==> src/rtl/envelope_pkg.sv <==
// Shared definitions for the ADSR amplitude-envelope stage.
package envelope_pkg;

   typedef enum logic [2:0] {
      ST_IDLE    = 3'd0,
      ST_ATTACK  = 3'd1,
      ST_DECAY   = 3'd2,
      ST_SUSTAIN = 3'd3,
      ST_RELEASE = 3'd4
   } env_state_e;

   localparam logic [7:0] ENV_MAX = 8'd255;

   // Offset-binary midscale for a given sample width.
   function automatic logic [31:0] midscale(input int unsigned pcm_w);
      return 32'd1 << (pcm_w - 1);
   endfunction

endpackage

==> src/rtl/envelope_tick.sv <==
// Envelope step generator: a base-tick prescaler followed by a rate compare.
// A step fires once every PRESCALE*(rate+1) cycles after the last clear.
module envelope_tick #(
   parameter int PRESCALE = 256
) (
   input  logic       clk,
   input  logic       reset,
   input  logic       clear,
   input  logic [3:0] rate,
   output logic       step
);

   localparam int              PS_W    = $clog2(PRESCALE);
   localparam logic [PS_W-1:0] PS_LAST = PS_W'(PRESCALE - 1);

   logic [PS_W-1:0] presc_q, presc_d;
   logic [3:0]      rcnt_q, rcnt_d;
   logic            base_tick;

   // Next-count logic; clear overrides counting so a new state starts fresh.
   always_comb begin
      base_tick = (presc_q == PS_LAST);
      step      = base_tick && (rcnt_q == rate);
      presc_d   = base_tick ? '0 : presc_q + 1'b1;
      rcnt_d    = rcnt_q;
      if (step) begin
         rcnt_d = '0;
      end else if (base_tick) begin
         rcnt_d = rcnt_q + 1'b1;
      end
      if (clear) begin
         presc_d = '0;
         rcnt_d  = '0;
      end
   end

   // Counter registers.
   always_ff @(posedge clk) begin
      if (reset) begin
         presc_q <= '0;
         rcnt_q  <= '0;
      end else begin
         presc_q <= presc_d;
         rcnt_q  <= rcnt_d;
      end
   end

endmodule

==> src/rtl/envelope_adsr.sv <==
// ADSR amplitude envelope: scales the PCM deviation from midscale by an
// 8-bit envelope level driven by a gate.
//
// state   | meaning
// --------+---------------------------------------------------------
// IDLE    | silent, level 0, step counters held clear
// ATTACK  | level rises 1 per attack step until 255
// DECAY   | level falls 1 per decay step down to sustain_level
// SUSTAIN | level follows sustain_level every cycle, counters held clear
// RELEASE | level falls 1 per release step until 0
module envelope_adsr
   import envelope_pkg::*;
#(
   parameter int PCM_W    = 16,
   parameter int PRESCALE = 256
) (
   input  logic             clk,
   input  logic             reset,
   input  logic             gate,
   input  logic [3:0]       attack_rate,
   input  logic [3:0]       decay_rate,
   input  logic [7:0]       sustain_level,
   input  logic [3:0]       release_rate,
   input  logic [PCM_W-1:0] pcm_in,
   output logic [PCM_W-1:0] pcm_out,
   output logic [7:0]       env_level,
   output logic [2:0]       env_state,
   output logic             busy
);

   localparam logic [PCM_W-1:0] MID    = PCM_W'(midscale(PCM_W));
   localparam int               PROD_W = PCM_W + 10;

   env_state_e state_q, state_d;
   logic [7:0] level_q, level_d;
   logic       gate_q, rise_q, fall_q;
   logic       busy_q, busy_d;
   logic       tick_clear, step;
   logic [3:0] rate_sel;

   envelope_tick #(
      .PRESCALE(PRESCALE)
   ) u_tick (
      .clk  (clk),
      .reset(reset),
      .clear(tick_clear),
      .rate (rate_sel),
      .step (step)
   );

   // Gate sampling; edges are registered so a toggle reaches the state
   // register two cycles after the pin changes.
   always_ff @(posedge clk) begin
      if (reset) begin
         gate_q <= 1'b0;
         rise_q <= 1'b0;
         fall_q <= 1'b0;
      end else begin
         gate_q <= gate;
         rise_q <= gate & ~gate_q;
         fall_q <= ~gate & gate_q;
      end
   end

   // State, level and busy registers.
   always_ff @(posedge clk) begin
      if (reset) begin
         state_q <= ST_IDLE;
         level_q <= 8'd0;
         busy_q  <= 1'b0;
      end else begin
         state_q <= state_d;
         level_q <= level_d;
         busy_q  <= busy_d;
      end
   end

   // Next state and level; gate edges take priority and swallow any step.
   always_comb begin
      state_d = state_q;
      level_d = level_q;
      if (rise_q) begin
         state_d = ST_ATTACK;
      end else if (fall_q && (state_q inside {ST_ATTACK, ST_DECAY, ST_SUSTAIN})) begin
         state_d = ST_RELEASE;
      end else begin
         case (state_q)
            ST_ATTACK: begin
               if (level_q == ENV_MAX) begin
                  state_d = ST_DECAY;
               end else if (step) begin
                  level_d = level_q + 8'd1;
                  if (level_d == ENV_MAX) state_d = ST_DECAY;
               end
            end
            ST_DECAY: begin
               if (level_q <= sustain_level) begin
                  level_d = sustain_level;
                  state_d = ST_SUSTAIN;
               end else if (step) begin
                  level_d = level_q - 8'd1;
               end
            end
            ST_SUSTAIN: level_d = sustain_level;
            ST_RELEASE: begin
               if (level_q == 8'd0) begin
                  state_d = ST_IDLE;
               end else if (step) begin
                  level_d = level_q - 8'd1;
                  if (level_q == 8'd1) state_d = ST_IDLE;
               end
            end
            default: ;
         endcase
      end
   end

   // Step-timer control and busy; counters restart on any state change.
   always_comb begin
      tick_clear = (state_d != state_q) || (state_q == ST_IDLE) || (state_q == ST_SUSTAIN);
      busy_d     = (state_d != ST_IDLE);
      case (state_q)
         ST_ATTACK:  rate_sel = attack_rate;
         ST_DECAY:   rate_sel = decay_rate;
         ST_RELEASE: rate_sel = release_rate;
         default:    rate_sel = 4'd0;
      endcase
   end

   assign env_level = level_q;
   assign env_state = state_q;
   assign busy      = busy_q;

   // Scaling datapath. Gain 255 is bumped to 256 so full level is unity.
   logic signed [PCM_W-1:0]  diff;
   logic [8:0]               gain;
   logic signed [PROD_W-1:0] prod_full;
   logic [PCM_W-1:0]         prod_q;
   logic [PCM_W-1:0]         pcm_out_q;
   logic                     unused_prod_bits;

   assign diff      = $signed(pcm_in ^ MID);
   assign gain      = {1'b0, level_q} + {8'd0, level_q[7]};
   assign prod_full = PROD_W'(diff) * $signed({{(PROD_W - 9){1'b0}}, gain});
   // Only (d*g)>>>8 truncated to PCM_W bits is needed; the product cannot
   // exceed that range, so the top and fractional bits are dropped.
   assign unused_prod_bits = ^{prod_full[PROD_W-1:PCM_W+8], prod_full[7:0]};

   // Two-stage pipeline: scaled deviation, then midscale offset.
   always_ff @(posedge clk) begin
      if (reset) begin
         prod_q    <= '0;
         pcm_out_q <= MID;
      end else begin
         prod_q    <= prod_full[PCM_W+7:8];
         pcm_out_q <= prod_q ^ MID;
      end
   end

   assign pcm_out = pcm_out_q;

endmodule

==> config.mk <==
export PLATFORM = sky130hd
export DESIGN_NAME = envelope_adsr
export DESIGN_NICKNAME = d
export VERILOG_FILES = /design/src/rtl/envelope_pkg.sv /design/src/rtl/envelope_tick.sv /design/src/rtl/envelope_adsr.sv
export SDC_FILE = /design/constraint.sdc
export NUM_CORES = 1
export LEC_CHECK = 0
export CORE_MARGIN = 2
export CORE_UTILIZATION = 29
export DETAILED_ROUTE_END_ITERATION = 8
export GPL_TIMING_DRIVEN = 0
export SYNTH_ARGS = -nofsm -noshare
export SYNTH_HDL_FRONTEND = slang
export SYNTH_SLANG_ARGS = --single-unit
==> constraint.sdc <==
create_clock -name clk -period 8.88 [get_ports clk]
set_clock_uncertainty 0.1 [all_clocks]
set_input_delay 1.776 -clock clk [delete_from_list [all_inputs] [get_ports clk]]
set_output_delay 1.776 -clock clk [all_outputs]
set_load 0.05 [all_outputs]
**Yosys cells after proc, flatten, opt, wreduce, memory -nomap -nowiden**

Cells that the tools add are included.

- Equality and inequality tests: 13
- $mul: 1
- Reductions and logical operators: 12
- Add/sub/neg operators: 5
- Mux-type cells: 17
- Bitwise operators: 8
- Magnitude comparators: 1

Operator list:

| cell | count |
|---|---|
| $mux W8 | 5 |
| $pmux W8 S4 | 1 |
| $mux W3 | 9 |
| $eq A8 B8 Y1 const B | 3 |
| $mul A16 B10 Y24 | 1 |
| $add A8 B1 Y8 const B | 2 |
| $pmux W4 S3 | 1 |
| $add A8 B1 Y9 | 1 |
| $pmux W3 S3 | 1 |
| $eq A8 B1 Y1 const B | 1 |
| $le A8 B8 Y1 | 1 |
| $logic_not A8 Y1 | 1 |
| $sub A8 B1 Y8 const B | 1 |
| $eq A3 B2 Y1 const B | 2 |
| $ne A2 B2 Y1 const B | 3 |
| $not A1 Y1 | 6 |
| $reduce_and A6 Y1 | 1 |
| $reduce_bool A3 Y1 | 2 |
| $reduce_or A3 Y1 | 2 |
| $add A4 B1 Y4 const B | 1 |
| $eq A4 B4 Y1 | 1 |
| $reduce_bool A4 Y1 | 1 |
| $eq A3 B1 Y1 const B | 1 |
| $eq A3 B3 Y1 const B | 1 |
| 5 further kinds | 8 |

- Word-level logic and storage cells: 67
- Output and inout port bits: 28
- Bits in registers: 59

**Depth between registers and ports, before layout**

Gate-level depths: netlist (run 1).

- Depth in word-level cells: 13
- Depth in mapped cells: 26

**Cells and area by module**

From an unflattened synthesis (run 1), not the netlist that was laid out.

- Cells, all modules: 891
- Area, all modules: 7,747.4 µm²

By module, submodules not included:

| module | instances | cells an instance | area an instance (µm²) | seq. area each (µm²) |
|---|---|---|---|---|
| envelope_adsr | 1 | 832 | 7,184.4 | 940.9 |
| envelope_tick | 1 | 59 | 563.0 | 240.2 |

**Least setup slack after synthesis (run 1)**

No wires, ideal clock.

- Path kind: flip-flop to flip-flop
- From: reg level_q[7] (netlist: env_level[7])
- To: reg prod_q[14]
- Data arrival time: 6,676 ps
- Clock period less this slack: 6,903 ps
- Setup time: 128 ps
- Buffers on the path: 1
- Stages on the path, launching flop included: 25
- Path slack: 1,977 ps
- Cells stage by stage: dfxtp_1 ha_1 ha_1 nand3_1 nor2_1 xor2_1 clkbuf_1 nand2_1 fa_1 inv_1 fa_1 fa_1 fa_1 inv_1 fa_1 inv_1 ha_1 o21a_1 o21a_1 o2bb2ai_1 o31ai_1 a221o_1 o31ai_1 xor2_1 nor2_1

- Cells in the longest elaborated chain, start to end: 2

Ends and longest elaborated chain:

| what | RTL line | source |
|---|---|---|
| start: declaration | envelope_adsr.sv:35 | `logic [7:0] level_q, level_d;` |
| start signal: assignment | envelope_adsr.sv:73 | `level_q <= level_d;` |
| $add A8 B1 Y9 | envelope_adsr.sv:143 | `assign gain = {1'b0, level_q} + {8'd0, level_q[7]};` |
| $mul A16 B10 Y24 | envelope_adsr.sv:144 | `assign prod_full = PROD_W'(diff) * $signed({{(PROD_W - 9){1'b0}}, gain});` |
| end signal: assignment | envelope_adsr.sv:155 | `prod_q <= prod_full[PCM_W+7:8];` |
| end: declaration | envelope_adsr.sv:138 | `logic [PCM_W-1:0] prod_q;` |

Every way passes these cells.
A chain may end at the register's enable or synchronous reset.

**Worst setup path in the final report (run 1)**

- From: reg level_q[7] (netlist: env_level[7])
- To: reg prod_q[15]

Same word-level chain as after synthesis.

==> key figures, run 1 <==
Setup path
  • Worst stage delay on the critical path: 0.73 ns
  • Worst EP arrival: 8.07 ns
  • Startpoint types: register
  • Required time of the critical path: 9.03 ns
  • CP Launch Point: env_level[7]
  • Worst-path fanout max: 10
  • Most common cell on crit path: fa_1
  • Critical path capture point type: register
  • Kind of critical path: register to register
  • Slowest stage cell, crit path: o31ai_1
  • Reg2reg start: env_level[7]
  • Crit path cell chain: ha_1 -> ha_1 -> nand3_1 -> nor2_1 -> xor2_1 -> clkbuf_1 -> nand2_1 -> fa_1 -> inv_1 -> fa_1 -> fa_1 -> fa_1 -> inv_1 -> fa_1 -> inv_1 -> ha_1 -> o21a_1 -> o21a_1 -> nor2_1 -> o31ai_1 -> a221o_1 -> nand4_1 -> and3_1 -> nor3_1
  • R2r setup slk: 0.96 ns

Min path
  • Worst min-delay path class: register to register
  • Worst min-delay path startpoint: prod_q[15]

Synthesis
  • #FFs+latches synth: 59
  • Synth top area share: 0.294
  • Ys flop type: dfxtp_1
  • Async S/R FF share, synth: 0
  • Sequential-to-total area share from yosys stat: 0.152
  • EDFF count, synth: 0
  • Average cell area after synthesis: 8.75 um^2
  • Syn Inst Count: 887
  • Synth area leader: fa_1
  • Yosys cell types: 61
  • Post-Syn Area: 7760 um^2
  • Synth area leaders: fa_1, dfxtp_1, ha_1, inv_1, nand2_1
  • Post-synth net total: 1107
  • Ys Warns: 0

Global routing
  • First-pass GRT wire length: 32300 um
  • GRT Overall Usage: 0.143
  • Pin count of the biggest net entering global routing: 13
  • Initial antenna violation count: 0
  • Vias in the first global route: 6378
  • Grt total ovfl: 0

Die
  • Ports: 67
  • Die height: 168 um
  • Std cell rows: 59
  • DIE WIDTH: 168 um
  • DIE AREA: 28100 um^2
  • Initial core utilization: 0.297
  • Core ar.: 26100 um^2

Clock network
  • CTS Buf Count: 9
  • Post-CTS Hold Buffers: 0
  • CTS resizes: 0
  • Later-pin clock latency in the skew report: 0.33 ns
  • CTS Root Cell: clkbuf_16
  • CTS tree: built
  • Setup bufs post-CTS: 0
  • Clock sink total: 59
  • H-tree Lvls: 3
  • Clk buf depth: 2
  • CTS clk-pin slew, worst paths: 0.06 ns

Power
  • Worst vdd ir: 83.6 uV
  • PwrDens: 77.3 nW/um^2
  • Lkg Pwr: 4.31 nW

Layout
  • Syn-to-layout area delta: 16.7%
  • Final instance area: 9050 um^2
  • Nets: 1173
  • Reg area: 1180 um^2
  • Multi-input gate area: 5840 um^2
  • Diode count: 0
  • Layout cells sized above 1: 0.0386
  • Fillers: 2738

Timing
  • Slew @ Worst Pin: 1.23 ns
  • Setup TNS Final: 0 ns
  • Slew headroom: 0.173
  • Hold Worst Slack: 0.290 ns
  • Final Critical Period: 7.92 ns
  • Fin crit share: 0.892
  • Fin. max-slew vios: 0
  • Hold Fails Final Rpt: 0
  • Final setup viols: 0
  • Unrepaired setup endpoints after global routing: no
  • Fmax: 0.126 GHz

Route
  • Detailed Route Iter0 Violations: 358
  • DR vias: 6136
  • Final WL: 19200 um
  • Routed Antenna Nets: 0
  • Vias per Instance: 4.75
  • Met1 Wirelength: 8650 um
  • Drc violations: 0
  • Met3 WL: 888 um
  • Met2 wire len: 9420 um
  • WL/cell: 14.8 um
  • Max layer used: met4
  • Drt pass-1 iters: 6

Placed design
  • Post-DP Area: 8730 um^2
  • Hpwl dp: 15300 um
  • Port buffer count: 55
  • GPL Wtd Cong: 0.887

Job
  • Max-cap viol count: 0

Outcome
  • Status: finished, final reports clean
## metal layers
layer / up-vias / global-route usage
li1: 2947 / -
met1: 3026 / 0.187
met2: 147 / 0.252
met3: 16 / 0.0158
met4: 0 / 0.0336
met5: - / 0
## metrics by stage
| step | setup slack, ns | cells | util | total power, W |
|---|---|---|---|---|
| 4_1_cts | 0.991 | 1293 | 0.346 | 0.000707 |
| 3_3_place_gp | 1.00 | 1277 | 0.334 | 0.000327 |
| 2_1_floorplan | 1.98 | 887 | - | 0.000298 |
| 6_report | 0.962 | 1293 | 0.346 | 0.000699 |
| 5_1_grt | 0.492 | 1293 | 0.346 | 0.000724 |
| 3_5_place_dp | 1.00 | 1277 | 0.334 | 0.000327 |
## cells by family (layout without fill, tap and decap cells)
logic type | count (synthesis) | after routing | synth area share
xor+xnor | 46 | 46 | 0.0519
simple gates | 312 | 312 | 0.211
flops | 59 | 59 | 0.152
fa+ha+maj | 181 | 181 | 0.402
compound gates | 98 | 98 | 0.0863
buf+inv | 190 | 261 | 0.0950
mux | 1 | 1 | 0.00129
## flip-flops by register name (all words and copies together) (netlist names)
signal	cells
pcm_out	16
prod_q	16
env_level	8
u_tick.presc_q	8
u_tick.rcnt_q	4
env_state	3
busy	1
fall_q	1
gate_q	1
rise_q	1
## power by group
group | internal, W | leakage, nW | switching [W] | total (W)
registers | 0.000266 | 0.476 | 0.000000672 | 0.000267
clock network | 0.000247 | 0.160 | 0.000131 | 0.000378
logic | 0.0000220 | 3.67 | 0.0000325 | 0.0000544
total | 0.000536 | 4.31 | 0.000164 | 0.000699
## worst paths after layout
path / to / cells past startpoint
worst max-delay path: prod_q[15] / 24
worst min-delay path: pcm_out[15] / 1
worst max register to register: prod_q[15] / 24
worst min register to register: pcm_out[15] / 1
## synthesized netlist by cell type, drive strengths merged (2+ instances only)
master	n
a221oi	5
o21a	2
and3	9
o31ai	4
or2	2
o31a	3
clkbuf	26
nand2b	7
nor3b	3
and2	52
xor2	19
inv	149
nand2	98
a21oi	24
o41ai	2
ha	67
nor2	47
fa	114
nor4	12
nor4bb	4
o311a	2
nor2b	38
or3	2
xnor2	27
o22ai	2
dfxtp	59
a311oi	2
a21o	6
buf	15
nand4	8
and4bb	4
o21ai	27
nand3	16
a22oi	3
nor3	8
a31oi	5
## final cells by class
type | count | area share
multi-input combinational | 638 | 0.645
sequential | 59 | 0.130
inverter | 149 | 0.0618
timing repair buffer | 55 | 0.0608
tap | 335 | 0.0463
clock buffer | 9 | 0.0249
buffer | 41 | 0.0196
clock inverter | 7 | 0.0111
## critical path, delay by kind of cell, from the launching register on
| kind | cells | cell delay, ns |
|---|---|---|
| flops | 1 | 0.64 |
| xor+xnor | 1 | 0.72 |
| buf+inv | 4 | 0.61 |
| fa+ha+maj | 8 | 3.45 |
| simple gates | 7 | 0.95 |
| compound gates | 4 | 1.35 |
## placed cells by master, fill, tap and decap left out, types with 3 or more instances in the layout
cell | Yosys | final
a21o_1 | 6 | 6
a21oi_1 | 24 | 24
a221oi_1 | 4 | 4
a22oi_1 | 3 | 3
a31oi_1 | 5 | 5
and2_1 | 52 | 52
and3_1 | 9 | 9
and4bb_1 | 3 | 3
buf_1 | 9 | 9
buf_4 | 6 | 6
clkbuf_1 | 25 | 25
clkbuf_16 | 0 | 9
clkdlybuf4s50_1 | 0 | 55
clkinv_4 | 0 | 3
dfxtp_1 | 59 | 59
fa_1 | 114 | 114
ha_1 | 67 | 67
inv_1 | 149 | 149
nand2_1 | 98 | 98
nand2b_1 | 7 | 7
nand3_1 | 14 | 14
nand4_1 | 8 | 8
nor2_1 | 46 | 46
nor2b_1 | 38 | 38
nor3_1 | 8 | 8
nor4_1 | 10 | 10
nor4bb_1 | 4 | 4
o21ai_0 | 20 | 20
o21ai_1 | 5 | 5
o31a_1 | 3 | 3
o31ai_1 | 4 | 4
xnor2_1 | 27 | 27
xor2_1 | 19 | 19
(Power assumes the default switching activity.)
==> run 2: changes to the inputs <==
- RECOVER_POWER: unset -> 100
- TNS_END_PERCENT: unset -> 100
==> run 2 against run 1 <==
Register-to-register slack about the same. Non-clock buffer count unchanged. Combinational power fell by 2%. Flip-flop and latch count unchanged. Worst setup slack better by 0.012 ns. Core utilization down 0.19 points. Final cell count unchanged. First-iteration DRC count is 12% higher. Largest cell class unchanged.
==> key figures, run 2 (synthesis results as in run 1) <==
Timing
  • Slew headroom: 0.187
  • Unrepaired setup endpoints after global routing: no
  • Final setup viols: 0
  • Fin. max-slew vios: 0
  • Final Critical Period: 7.91 ns
  • Hold Fails Final Rpt: 0
  • Fin crit share: 0.890
  • Setup TNS Final: 0 ns
  • Fmax: 0.126 GHz
  • Post-route setup slack: 0.974 ns
  • Slew @ Worst Pin: 1.21 ns

Layout
  • Share of the core filled with cells: 0.344
  • Diode count: 0
  • Nets: 1173
  • Syn-to-layout area delta: 16.0%
  • Layout cells sized above 1: 0.0303
  • Commonest non-fill, non-tap cell in the layout: inv_1
  • Fillers: 2750
  • Most frequent cells in the layout: inv_1, fa_1, nand2_1

Clock network
  • Clk buf depth: 2
  • CTS tree: built
  • CTS Buf Count: 9
  • CTS resizes: 0
  • CTS clk-pin slew, worst paths: 0.06 ns
  • H-tree Lvls: 3
  • CTS Root Cell: clkbuf_16
  • Clock sink total: 59
  • Post-CTS Hold Buffers: 0
  • Setup bufs post-CTS: 0
  • Later-pin clock latency in the skew report: 0.33 ns

Die
  • Initial core utilization: 0.297
  • Ports: 67
  • DIE WIDTH: 168 um
  • Core ar.: 26100 um^2
  • Die height: 168 um
  • Std cell rows: 59
  • DIE AREA: 28100 um^2

Route
  • Vias per Instance: 4.74
  • Final WL: 19200 um
  • Detailed Route Iter0 Violations: 401
  • DR vias: 6129
  • WL/cell: 14.8 um
  • Drc violations: 0
  • Drt pass-1 iters: 5
  • Routed Antenna Nets: 0

Power
  • Sequential share of power: 0.382
  • Clock Power Share: 0.541
  • Logic pwr share: 0.077
  • Worst vdd ir: 83.6 uV
  • Power Internal: 0.000535 W
  • Lkg Pwr: 4.38 nW
  • Net Switching: 0.000163 W
  • Switching part of the total: 0.234
  • Power Total: 0.000698 W
  • PwrDens: 77.6 nW/um^2

Global routing
  • First-pass GRT wire length: 32300 um
  • Vias in the first global route: 6378
  • Initial antenna violation count: 0
  • Pin count of the biggest net entering global routing: 13
  • GRT Overall Usage: 0.143
  • Grt total ovfl: 0

Min path
  • Worst min-delay path class: register to register

Outcome
  • Status: finished, final reports clean

Job
  • Max-cap viol count: 0

Setup path
  • Startpoint types: register
  • R2r setup slk: 0.97 ns
  • Worst EP arrival: 8.05 ns
  • Kind of critical path: register to register
  • Worst-path fanout max: 10
  • Critical path capture point type: register
  • Required time of the critical path: 9.03 ns

Placed design
  • GPL Wtd Cong: 0.887
  • Port buffer count: 55
  • Hpwl dp: 15300 um
  • Post-Place Worst Slack: 1.00 ns
[run 2: cell type report]
type	instances	area [um^2]	share of cell area
Multi-Input combinational cell	638	5800	0.644
Sequential cell	59	1180	0.131
Inverter	149	559	0.0621
Timing Repair Buffer	55	551	0.0612
Tap cell	335	419	0.0466
Clock buffer	9	225	0.0250
Buffer	41	170	0.0189
Clock inverter	7	100	0.0111
[run 2: path summary, 6_finish.rpt]
path | start | end | cells past startpoint
worst max-delay path | env_level[7] | prod_q[15] | 24
worst min-delay path | prod_q[15] | pcm_out[15] | 1
worst max register to register | env_level[7] | prod_q[15] | 24
worst min register to register | prod_q[15] | pcm_out[15] | 1
[run 2: power groups by stage]
stage | Clock, W | Combinational (W) | Sequential, W
floorplan | 0 | 0.0000234 | 0.000275
global placement | 0 | 0.0000539 | 0.000273
detailed placement | 0 | 0.0000543 | 0.000273
CTS | 0.000386 | 0.0000544 | 0.000267
global route | 0.000398 | 0.0000578 | 0.000267
finish | 0.000378 | 0.0000535 | 0.000267
[run 2: per-stage QoR]
stage / hold slack [ns] / std cells / instance area [um^2]
after CTS: 0.292 / 1293 / 9050
after detailed placement: 0.280 / 1277 / 8730
after floorplan: 0.252 / 887 / 7760
after global routing: 0.309 / 1293 / 9000
after global placement: 0.275 / 1277 / 8730
final: 0.290 / 1293 / 9000
[run 2: critical path, stage by stage (launching register included)]
cell	delay, ns
dfxtp_1	0.59
ha_1	0.30
ha_1	0.20
nand3_1	0.16
nor2_1	0.17
xor2_1	0.75
clkbuf_1	0.47
nand2_1	0.15
fa_1	0.57
inv_1	0.05
fa_1	0.46
fa_1	0.52
fa_1	0.54
inv_1	0.05
fa_1	0.53
inv_1	0.04
ha_1	0.32
o21a_1	0.14
o21a_1	0.11
nor2_1	0.04
o31ai_1	0.74
a221o_1	0.37
nand4_1	0.13
and3_1	0.18
nor3_1	0.12
[run 2: layer usage]
metal,up-vias,GRT usage,wire [um],part of all wire
met4,0,0.0336,280,0.015
met3,20,0.0158,821,0.043
met1,3023,0.187,8770,0.46
li1,2941,-,-,-
met5,-,0,0,0
met2,145,0.252,9290,0.48
